`src/rtl/a25_wishbone_port_master.sv`:
```
// Wishbone B3 classic single-beat master for one buffered port.
// Adds a bus watchdog and error reporting on err/timeout.
//
// Ports:
//   i_clk, i_rst        clock, synchronous active-high reset
//   i_valid/o_accepted  request handshake from the port buffer
//   i_write, i_wdata    request direction and write data
//   i_be, i_addr        byte enables and byte address
//   o_rdata             read data (registered)
//   o_rdata_valid       one-cycle pulse when a read completes
//   o_wb_*              Wishbone master outputs
//   i_wb_dat/ack/err    Wishbone slave responses
//   o_err               one-cycle pulse: cycle ended by err/timeout
//   o_err_sticky        any o_err seen since reset
module a25_wishbone_port_master #(
    parameter int unsigned  TIMEOUT_CYCLES = 255,
    parameter logic [127:0] ERR_RDATA =
        128'hdead_dead_dead_dead_dead_dead_dead_dead
) (
    input  logic         i_clk,
    input  logic         i_rst,
    input  logic         i_valid,
    output logic         o_accepted,
    input  logic         i_write,
    input  logic [127:0] i_wdata,
    input  logic [15:0]  i_be,
    input  logic [31:0]  i_addr,
    output logic [127:0] o_rdata,
    output logic         o_rdata_valid,
    output logic [31:0]  o_wb_adr,
    output logic [15:0]  o_wb_sel,
    output logic         o_wb_we,
    output logic [127:0] o_wb_dat,
    output logic         o_wb_cyc,
    output logic         o_wb_stb,
    input  logic [127:0] i_wb_dat,
    input  logic         i_wb_ack,
    input  logic         i_wb_err,
    output logic         o_err,
    output logic         o_err_sticky
);

    localparam int unsigned CW =
        $clog2(TIMEOUT_CYCLES + 1);
    localparam logic [CW-1:0] C_LAST =
        CW'(TIMEOUT_CYCLES - 1);
    localparam logic [CW-1:0] C_MAX = '1;

    typedef enum logic [1:0] {
        S_IDLE,
        S_BUS,
        S_DONE
    } state_t;

    state_t         r_state;
    logic [CW-1:0]  r_cnt;
    logic [31:0]    r_adr;
    logic [15:0]    r_sel;
    logic           r_we;
    logic [127:0]   r_dat;
    logic           r_cyc;
    logic           r_stb;
    logic [127:0]   r_rdata;
    logic           r_rdata_valid;
    logic           r_err;
    logic           r_err_sticky;

    logic           w_timeout;
    logic           w_fail;
    logic           w_end;

    // Watchdog fires only when the slave stays silent on
    // the last allowed cycle; err always beats ack.
    assign w_timeout = (r_cnt == C_LAST);
    assign w_fail    = i_wb_err |
                       (w_timeout & ~i_wb_ack);
    assign w_end     = i_wb_ack | w_fail;

    assign o_accepted = ~i_rst & i_valid &
                        (r_state == S_IDLE);

    always_ff @(posedge i_clk) begin
        if (i_rst) begin
            r_state       <= S_IDLE;
            r_cnt         <= '0;
            r_adr         <= '0;
            r_sel         <= '0;
            r_we          <= 1'b0;
            r_dat         <= '0;
            r_cyc         <= 1'b0;
            r_stb         <= 1'b0;
            r_rdata       <= '0;
            r_rdata_valid <= 1'b0;
            r_err         <= 1'b0;
            r_err_sticky  <= 1'b0;
        end else begin
            r_rdata_valid <= 1'b0;
            r_err         <= 1'b0;
            unique case (r_state)
                S_IDLE: begin
                    if (i_valid) begin
                        r_adr   <= i_addr;
                        r_sel   <= i_be;
                        r_we    <= i_write;
                        r_dat   <= i_wdata;
                        r_cyc   <= 1'b1;
                        r_stb   <= 1'b1;
                        r_cnt   <= '0;
                        r_state <= S_BUS;
                    end
                end
                S_BUS: begin
                    if (w_end) begin
                        r_cyc   <= 1'b0;
                        r_stb   <= 1'b0;
                        r_state <= S_DONE;
                        if (!r_we) begin
                            r_rdata_valid <= 1'b1;
                            r_rdata <= w_fail ? ERR_RDATA
                                              : i_wb_dat;
                        end
                        if (w_fail) begin
                            r_err        <= 1'b1;
                            r_err_sticky <= 1'b1;
                        end
                    end else if (r_cnt != C_MAX) begin
                        r_cnt <= r_cnt + CW'(1);
                    end
                end
                S_DONE: begin
                    r_state <= S_IDLE;
                end
                default: begin
                    r_state <= S_IDLE;
                end
            endcase
        end
    end

    assign o_wb_adr      = r_adr;
    assign o_wb_sel      = r_sel;
    assign o_wb_we       = r_we;
    assign o_wb_dat      = r_dat;
    assign o_wb_cyc      = r_cyc;
    assign o_wb_stb      = r_stb;
    assign o_rdata       = r_rdata;
    assign o_rdata_valid = r_rdata_valid;
    assign o_err         = r_err;
    assign o_err_sticky  = r_err_sticky;

endmodule

```
`config.mk`:
```
export PLATFORM = sky130hd
export DESIGN_NAME = a25_wishbone_port_master
export DESIGN_NICKNAME = d
export VERILOG_FILES = /design/src/rtl/a25_wishbone_port_master.sv
export SDC_FILE = /design/constraint.sdc
export NUM_CORES = 1
export LEC_CHECK = 0
export ABC_CLOCK_PERIOD_IN_PS = 2100
export CAP_MARGIN = 10
export CORE_AREA = 3 3 238 240
export DETAILED_ROUTE_END_ITERATION = 8
export DIE_AREA = 0 0 241 243
export REMOVE_ABC_BUFFERS = 1
export SYNTH_ARGS = -nofsm -noshare
export SYNTH_HDL_FRONTEND = slang
export SYNTH_SLANG_ARGS = --single-unit
```
`constraint.sdc`:
```
create_clock -name i_clk -period 2.1 [get_ports i_clk]
set_clock_uncertainty 0.05 [all_clocks]
set_input_delay 0.42 -clock i_clk [delete_from_list [all_inputs] [get_ports i_clk]]
set_output_delay 0.42 -clock i_clk [all_outputs]
set_load 0.005 [all_outputs]
```
==> results of run 1 <==
## per-layer routing
layer,global-route usage (%),up-vias
met5,0,-
met4,6.450,6
met3,4.784,90
met2,25.11,459
met1,15.46,5090
li1,-,5244
## cell families after synthesis
kind of cell	share of synthesized area [%]
AND/OR/NAND/NOR	14.40
adder cells (fa/ha/maj)	0.2306
AO/OA/AOI/OAI	22.31
buffers and inverters	4.197
flip-flops	58.86
## stage by stage
stage | setup slack [ns] | power [mW]
2_1_floorplan | -1.746 | 7.445
6_report | 0.1273 | 15.81
5_1_grt | 0.05626 | 16.53
3_3_place_gp | -0.1164 | 9.224
4_1_cts | 0.02329 | 16.11
3_5_place_dp | -0.1622 | 9.257
## registers in the layout, summed over array words and instances, names as in the netlist
name,cells
o_wb_dat,128
o_wb_we,1
o_wb_sel,16
r_state,2
o_wb_adr,32
o_err,1
o_rdata,128
o_rdata_valid,1
r_cnt,8
o_wb_stb,1
o_err_sticky,1
## layout make-up
cell class                      count  area (sq um)
Fill cell                        5502         35500
Inverter                            5         18.77
Tap cell                          704         880.8
Antenna cell                        2         5.005
Sequential cell                   319          6389
Clock buffer                       51          1080
Clock inverter                     19         203.9
Multi-Input combinational cell    730          4039
Timing Repair Buffer              666          6761
## power by group through the flow
stage                     logic, mW  clock network (mW)  registers [mW]
after floorplan               0.669                   0            6.78
after global placement         2.46                   0            6.76
after detailed placement       2.49                   0            6.77
after CTS                      2.50                6.96            6.64
after global routing           2.65                7.19            6.68
final                          2.46                6.70            6.64
## layout by cell type (no fill, tap or decap), types with 17 or more instances in the layout
master / synthesis / layout
a21oi_1: 182 / 182
a22o_1: 40 / 40
buf_12: 0 / 17
buf_4: 4 / 29
clkbuf_16: 0 / 38
clkdlybuf4s50_1: 0 / 616
dfxtp_1: 319 / 317
nand2_1: 361 / 360
o221a_1: 20 / 20
o221a_2: 68 / 68
## synth_stat cells (all sizes together), types with 3 or more instances
cell / number
o21a: 4
o221a: 88
buf: 22
nand4: 6
a21o: 3
clkbuf: 80
inv: 5
nor2: 8
nor3: 3
dfxtp: 319
nand2b: 3
a22o: 40
a21oi: 182
nand2: 361
or4: 3
o21ai: 7
## worst min-delay path by stage
stage	from	to	cells after the start
2_1_floorplan	o_err_sticky$_SDFFE_PP0P_	o_err_sticky$_SDFFE_PP0P_	2
3_3_place_gp	o_wb_dat[6]$_SDFFE_PP0P_	o_wb_dat[6]$_SDFFE_PP0P_	2
3_5_place_dp	o_wb_dat[20]$_SDFFE_PP0P_	o_wb_dat[20]$_SDFFE_PP0P_	2
4_1_cts	i_rst	r_state[0]$_SDFFE_PP0P_	4
5_1_grt	i_rst	o_wb_dat[56]$_SDFFE_PP0P_	3
6_report	i_rst	o_wb_dat[56]$_SDFFE_PP0P_	3
## repair_timing
action	CTS	global route
hold buffers	0	0
resized for setup	8	0
endpoints found under the setup margin	3	0
==> flow_metrics.env, run 1 <==
export IMPL_status="finished, final reports clean"
export IMPL_dp_hpwl_mm=33.25
export IMPL_grt_max_degree=92
export IMPL_crit_chain="clkdlybuf4s50_1"
export IMPL_drt_initial_drc_count=483
export IMPL_start_kind="flip-flop"
export IMPL_required_ns=1.63
export IMPL_die_w_microns=241
export IMPL_power_switching_mw=3.848
export IMPL_first_global_vias=11060
export IMPL_reg2reg_to="o_rdata[39]$_SDFFE_PP0P_"
export IMPL_final_max_slew_viol_count=0
export IMPL_worst_pin_slew_ns=0.4950
export IMPL_port_buffers=620
export IMPL_r2r_start="r_cnt[1]$_SDFFE_PP0P_"
export IMPL_die_area_sq_mm=0.05856
export IMPL_dr_wl_met2_mm=21.84
export IMPL_synth_top_area_cell="dfxtp_1"
export IMPL_ys_flop_type="dfxtp_1"
export IMPL_relSlewSlack_pct=67.00
export IMPL_post_cts_setup_buffer_count=0
export IMPL_p_seq_share_pct=42.0
export IMPL_ant_nets=0
export IMPL_via_per_inst=4.363
export IMPL_core_rowCount=86
export IMPL_netlist_instances=1156
export IMPL_highest_layer="met5"
export IMPL_antenna_found_initial=5
export IMPL_avgSynthCellArea_sq_um=9.386
export IMPL_p_int_mw=11.96
export IMPL_routed_wl_met3_mm=4.088
export IMPL_grt_use_total_pct=14.29
export IMPL_cp_depth=1
export IMPL_clkPwrFrac_pct=42.4
export IMPL_ir_worst_vdd_mv=0.6507
export IMPL_cp_top_family="buffers and inverters"
export IMPL_grt_remaining_overflow=0
export IMPL_tritoncts="yes"
export IMPL_max_freq_ghz=0.5069
export IMPL_yosysSeqAreaShare_pct=58.86
export IMPL_crit_path_top_delay_cell="clkdlybuf4s50_1"
export IMPL_arrival_ns=1.50
export IMPL_path_clk_slew_ns=0.06
export IMPL_met1_length_mm=16.82
export IMPL_startpoint="o_rdata[56]$_SDFFE_PP0P_"
export IMPL_critPathCaptureType="output port"
export IMPL_drt_pass1_iterations=5
export IMPL_swShare_pct=24.35
export IMPL_path_max_fanout=2
export IMPL_maxCapViolations=0
export IMPL_place_area_sq_mm=0.01808
export IMPL_fin_tns_setup_ns=0
export IMPL_holdWs_ns=0.3342
export IMPL_r2r_slack_ns=0.26
export IMPL_fin_crit_sh_pct=93.94
export IMPL_crit_type="flip-flop to output port"
export IMPL_clkLatencyLatePin_ns=0.53
export IMPL_fin_area_sq_mm=0.01938
export IMPL_dp_cells=2424
export IMPL_ys_ff_latch=319
export IMPL_p_leak_nw=7.082
export IMPL_die_h_microns=243
export IMPL_worst_r2r_cell_count=6
export IMPL_hold_class="primary input to flip-flop"
export IMPL_clock_sinks=319
export IMPL_synth_cell_types=37
export IMPL_p_per_area_mw_per_mm2=815.7
export IMPL_synth_area_sq_mm=0.01085
export IMPL_rsz0062_at_grt="false"
export IMPL_cts_buffers=38
export IMPL_start_util_pct=19.77
export IMPL_htreeDepth=2
export IMPL_finalSetupViolCount=0
export IMPL_path_buf_inv=1
export IMPL_core_sq_mm=0.05488
export IMPL_fin_crit_ns=1.973
export IMPL_finalHoldViolCount=0
export IMPL_clockRootBuffer="clkbuf_16"
export IMPL_drc=0
export IMPL_cts_buffer_depth=3
export IMPL_grt_pass1_wl_mm=65.14
export IMPL_vias=10890
export IMPL_ys_warn_count=0
export IMPL_synth_edf_count=0
export IMPL_synth_top_area_share_pct=58.86
export IMPL_wl_mm=44.53
export IMPL_drive_above_1_share_pct=10.78
export IMPL_area_growth_synth_to_final_pct=78.59
export IMPL_async_flop_share_pct=0
export IMPL_max_stage_delay_ns=0.55
export IMPL_nNetsFinal=2072
export IMPL_ios=621
export IMPL_p_comb_share_pct=15.6
export IMPL_crit_path_end="o_rdata[56]"
export IMPL_gp_congestion=0.8249
export IMPL_utilization_pct=35.31
export IMPL_stdcell_count=2496
export IMPL_wl_per_cell_microns=17.84
export IMPL_ys_top_cells_by_area="dfxtp_1 59%, nand2_1 12%, a21oi_1 8.4%"
No activity file was read; power rests on OpenSTA's default activity.
==> inputs of run 2 (changes only) <==
GPL_TIMING_DRIVEN = 0   (was default)
==> run 2 against run 1 <==
Against the previous run: sequential share of layout area about the same; global-route usage decreased by 0.093 points; count of clock-buffer cells in the layout increased by 10; routed wire length increased by 0.86%.
==> flow_metrics.env, run 2 (same netlist as run 1, synthesis figures left out) <==
export IMPL_status="finished, final reports clean"
export IMPL_path_clk_slew_ns=0.06
export IMPL_hold_class="primary input to flip-flop"
export IMPL_crit_path_top_delay_cell="dfxtp_1"
export IMPL_wl_per_cell_microns=18.12
export IMPL_finalSetupViolCount=0
export IMPL_worst_r2r_cell_count=8
export IMPL_htreeDepth=2
export IMPL_port_buffers=620
export IMPL_die_w_microns=241
export IMPL_drt_pass1_iterations=4
export IMPL_cts_hold_buf=0
export IMPL_fin_crit_sh_pct=95.36
export IMPL_relSlewSlack_pct=56.80
export IMPL_gp_congestion=0.8281
export IMPL_p_per_area_mw_per_mm2=822.1
export IMPL_max_stage_delay_ns=0.41
export IMPL_vias=10900
export IMPL_required_ns=2.47
export IMPL_path_max_fanout=40
export IMPL_finalHoldViolCount=0
export IMPL_p_leak_nw=7.029
export IMPL_grt_max_degree=115
export IMPL_fin_ws_ns=0.09754
export IMPL_grt_pass1_wl_mm=64.88
export IMPL_mostFrequentLayoutCells="618 x clkdlybuf4s50_1, 360 x nand2_1, 318 x dfxtp_1"
export IMPL_final_max_slew_viol_count=0
export IMPL_cp_top_family="compound AO/OA/AOI/OAI gates"
export IMPL_cp_depth=8
export IMPL_clkLatencyLatePin_ns=0.54
export IMPL_die_h_microns=243
export IMPL_core_sq_mm=0.05488
export IMPL_arrival_ns=2.38
export IMPL_drive_above_1_share_pct=9.927
export IMPL_fill_cells=5503
export IMPL_crit_chain="inv_1 > ha_1 > nand3_1 > o21a_4 > nor2_4 > buf_12 > buf_16 > o221a_2"
export IMPL_cts_buffer_depth=3
export IMPL_critPathCaptureType="flip-flop"
export IMPL_layout_commonest_cell="clkdlybuf4s50_1"
export IMPL_area_growth_synth_to_final_pct=78.67
export IMPL_pre_cts_slack_ns=-0.7140
export IMPL_min_from="i_rst"
export IMPL_r2r_start="r_cnt[0]$_SDFFE_PP0P_"
export IMPL_start_util_pct=19.77
export IMPL_crit_type="flip-flop to flip-flop"
export IMPL_power_total_mw=15.94
export IMPL_nNetsFinal=2055
export IMPL_grt_use_total_pct=14.20
export IMPL_antenna_found_initial=4
export IMPL_holdWs_ns=0.2470
export IMPL_path_buf_inv=3
export IMPL_core_rowCount=86
export IMPL_reg2reg_to="o_rdata[16]$_SDFFE_PP0P_"
export IMPL_tritoncts="yes"
export IMPL_rsz0062_at_grt="false"
export IMPL_ant_nets=0
export IMPL_max_freq_ghz=0.4994
export IMPL_drt_initial_drc_count=438
export IMPL_startpoint="r_cnt[0]$_SDFFE_PP0P_"
export IMPL_ir_worst_vdd_mv=0.6719
export IMPL_crit_path_end="o_rdata[16]$_SDFFE_PP0P_"
export IMPL_clockRootBuffer="clkbuf_16"
export IMPL_dp_hpwl_mm=31.75
export IMPL_drc=0
export IMPL_fin_crit_ns=2.002
export IMPL_ios=621
export IMPL_maxCapViolations=0
export IMPL_die_area_sq_mm=0.05856
export IMPL_cts_buffers=39
export IMPL_via_per_inst=4.397
export IMPL_grt_remaining_overflow=0
export IMPL_worst_pin_slew_ns=0.6480
export IMPL_clock_sinks=319
export IMPL_fin_area_sq_mm=0.01939
export IMPL_place_area_sq_mm=0.01780
export IMPL_first_global_vias=10660
export IMPL_r2r_slack_ns=0.1
export IMPL_start_kind="flip-flop"
export IMPL_wl_mm=44.91
run 2: changes by cell type in the layout (fill, tap and decap cells not counted), moves of 2 or more:
cell,delta
clkinv_4,+2
clkbuf_8,+6
clkdlybuf4s50_1,+2
buf_4,-20
clkinv_2,-6
bufinv_16,-2
buf_12,-10
clkbuf_1,+2
buf_16,+8
dlygate4sd2_1,-3
o21a_4,+2
inv_6,-3
clkbuf_16,+4
run 2: report_power, final:
part	switching, mW	internal, mW
clock	2.72	4.13
combinational	0.958	1.49
sequential	0.209	6.43
total	3.89	12.1
run 2: per-layer routing:
| layer | share of wire (%) | wire length [microns] | track usage, % |
|---|---|---|---|
| met5 | 0.098 | 44 | 0 |
| met4 | 4.2 | 1872 | 6.467 |
| met3 | 9.0 | 4050 | 4.852 |
| met2 | 49 | 21800 | 24.44 |
| met1 | 38 | 17150 | 15.70 |
run 2: worst min-delay path by stage:
| stage | endpoint | slack, ns | cells after the start |
|---|---|---|---|
| floorplan | o_err_sticky$_SDFFE_PP0P_ | 0.39 | 2 |
| global placement | o_wb_dat[20]$_SDFFE_PP0P_ | 0.39 | 2 |
| detailed placement | o_err_sticky$_SDFFE_PP0P_ | 0.39 | 2 |
| CTS | o_wb_dat[118]$_SDFFE_PP0P_ | 0.25 | 2 |
| global route | o_wb_dat[4]$_SDFFE_PP0P_ | 0.28 | 2 |
| finish | o_wb_dat[4]$_SDFFE_PP0P_ | 0.25 | 2 |
run 2: what timing repair did:
item                                   CTS  global route
gates resized for setup                  9             6
gates cloned                             2             2
pin swaps                                6             3
setup endpoints to repair              120            49
buffers inserted                         7             6
endpoints found under the hold margin    0             0
run 2: metrics by stage:
step	instances	setup TNS, ns	utilization (%)
after floorplan	1054	-396.66	-
after global placement	2378	-2254.64	31.89
after detailed placement	2389	-54.05	32.44
after CTS	2469	0	35.11
after global routing	2477	0	35.32
final	2478	0	35.33
run 2: final cells by class:
type	count	area, sq um	area share [%]
Antenna cell	1	2.502	0.01291
Clock buffer	61	1220	6.293
Clock inverter	10	105.1	0.5421
Inverter	5	21.27	0.1097
Multi-Input combinational cell	732	4085	21.07
Sequential cell	319	6387	32.95
Tap cell	704	880.8	4.544
Timing Repair Buffer	646	6684	34.48
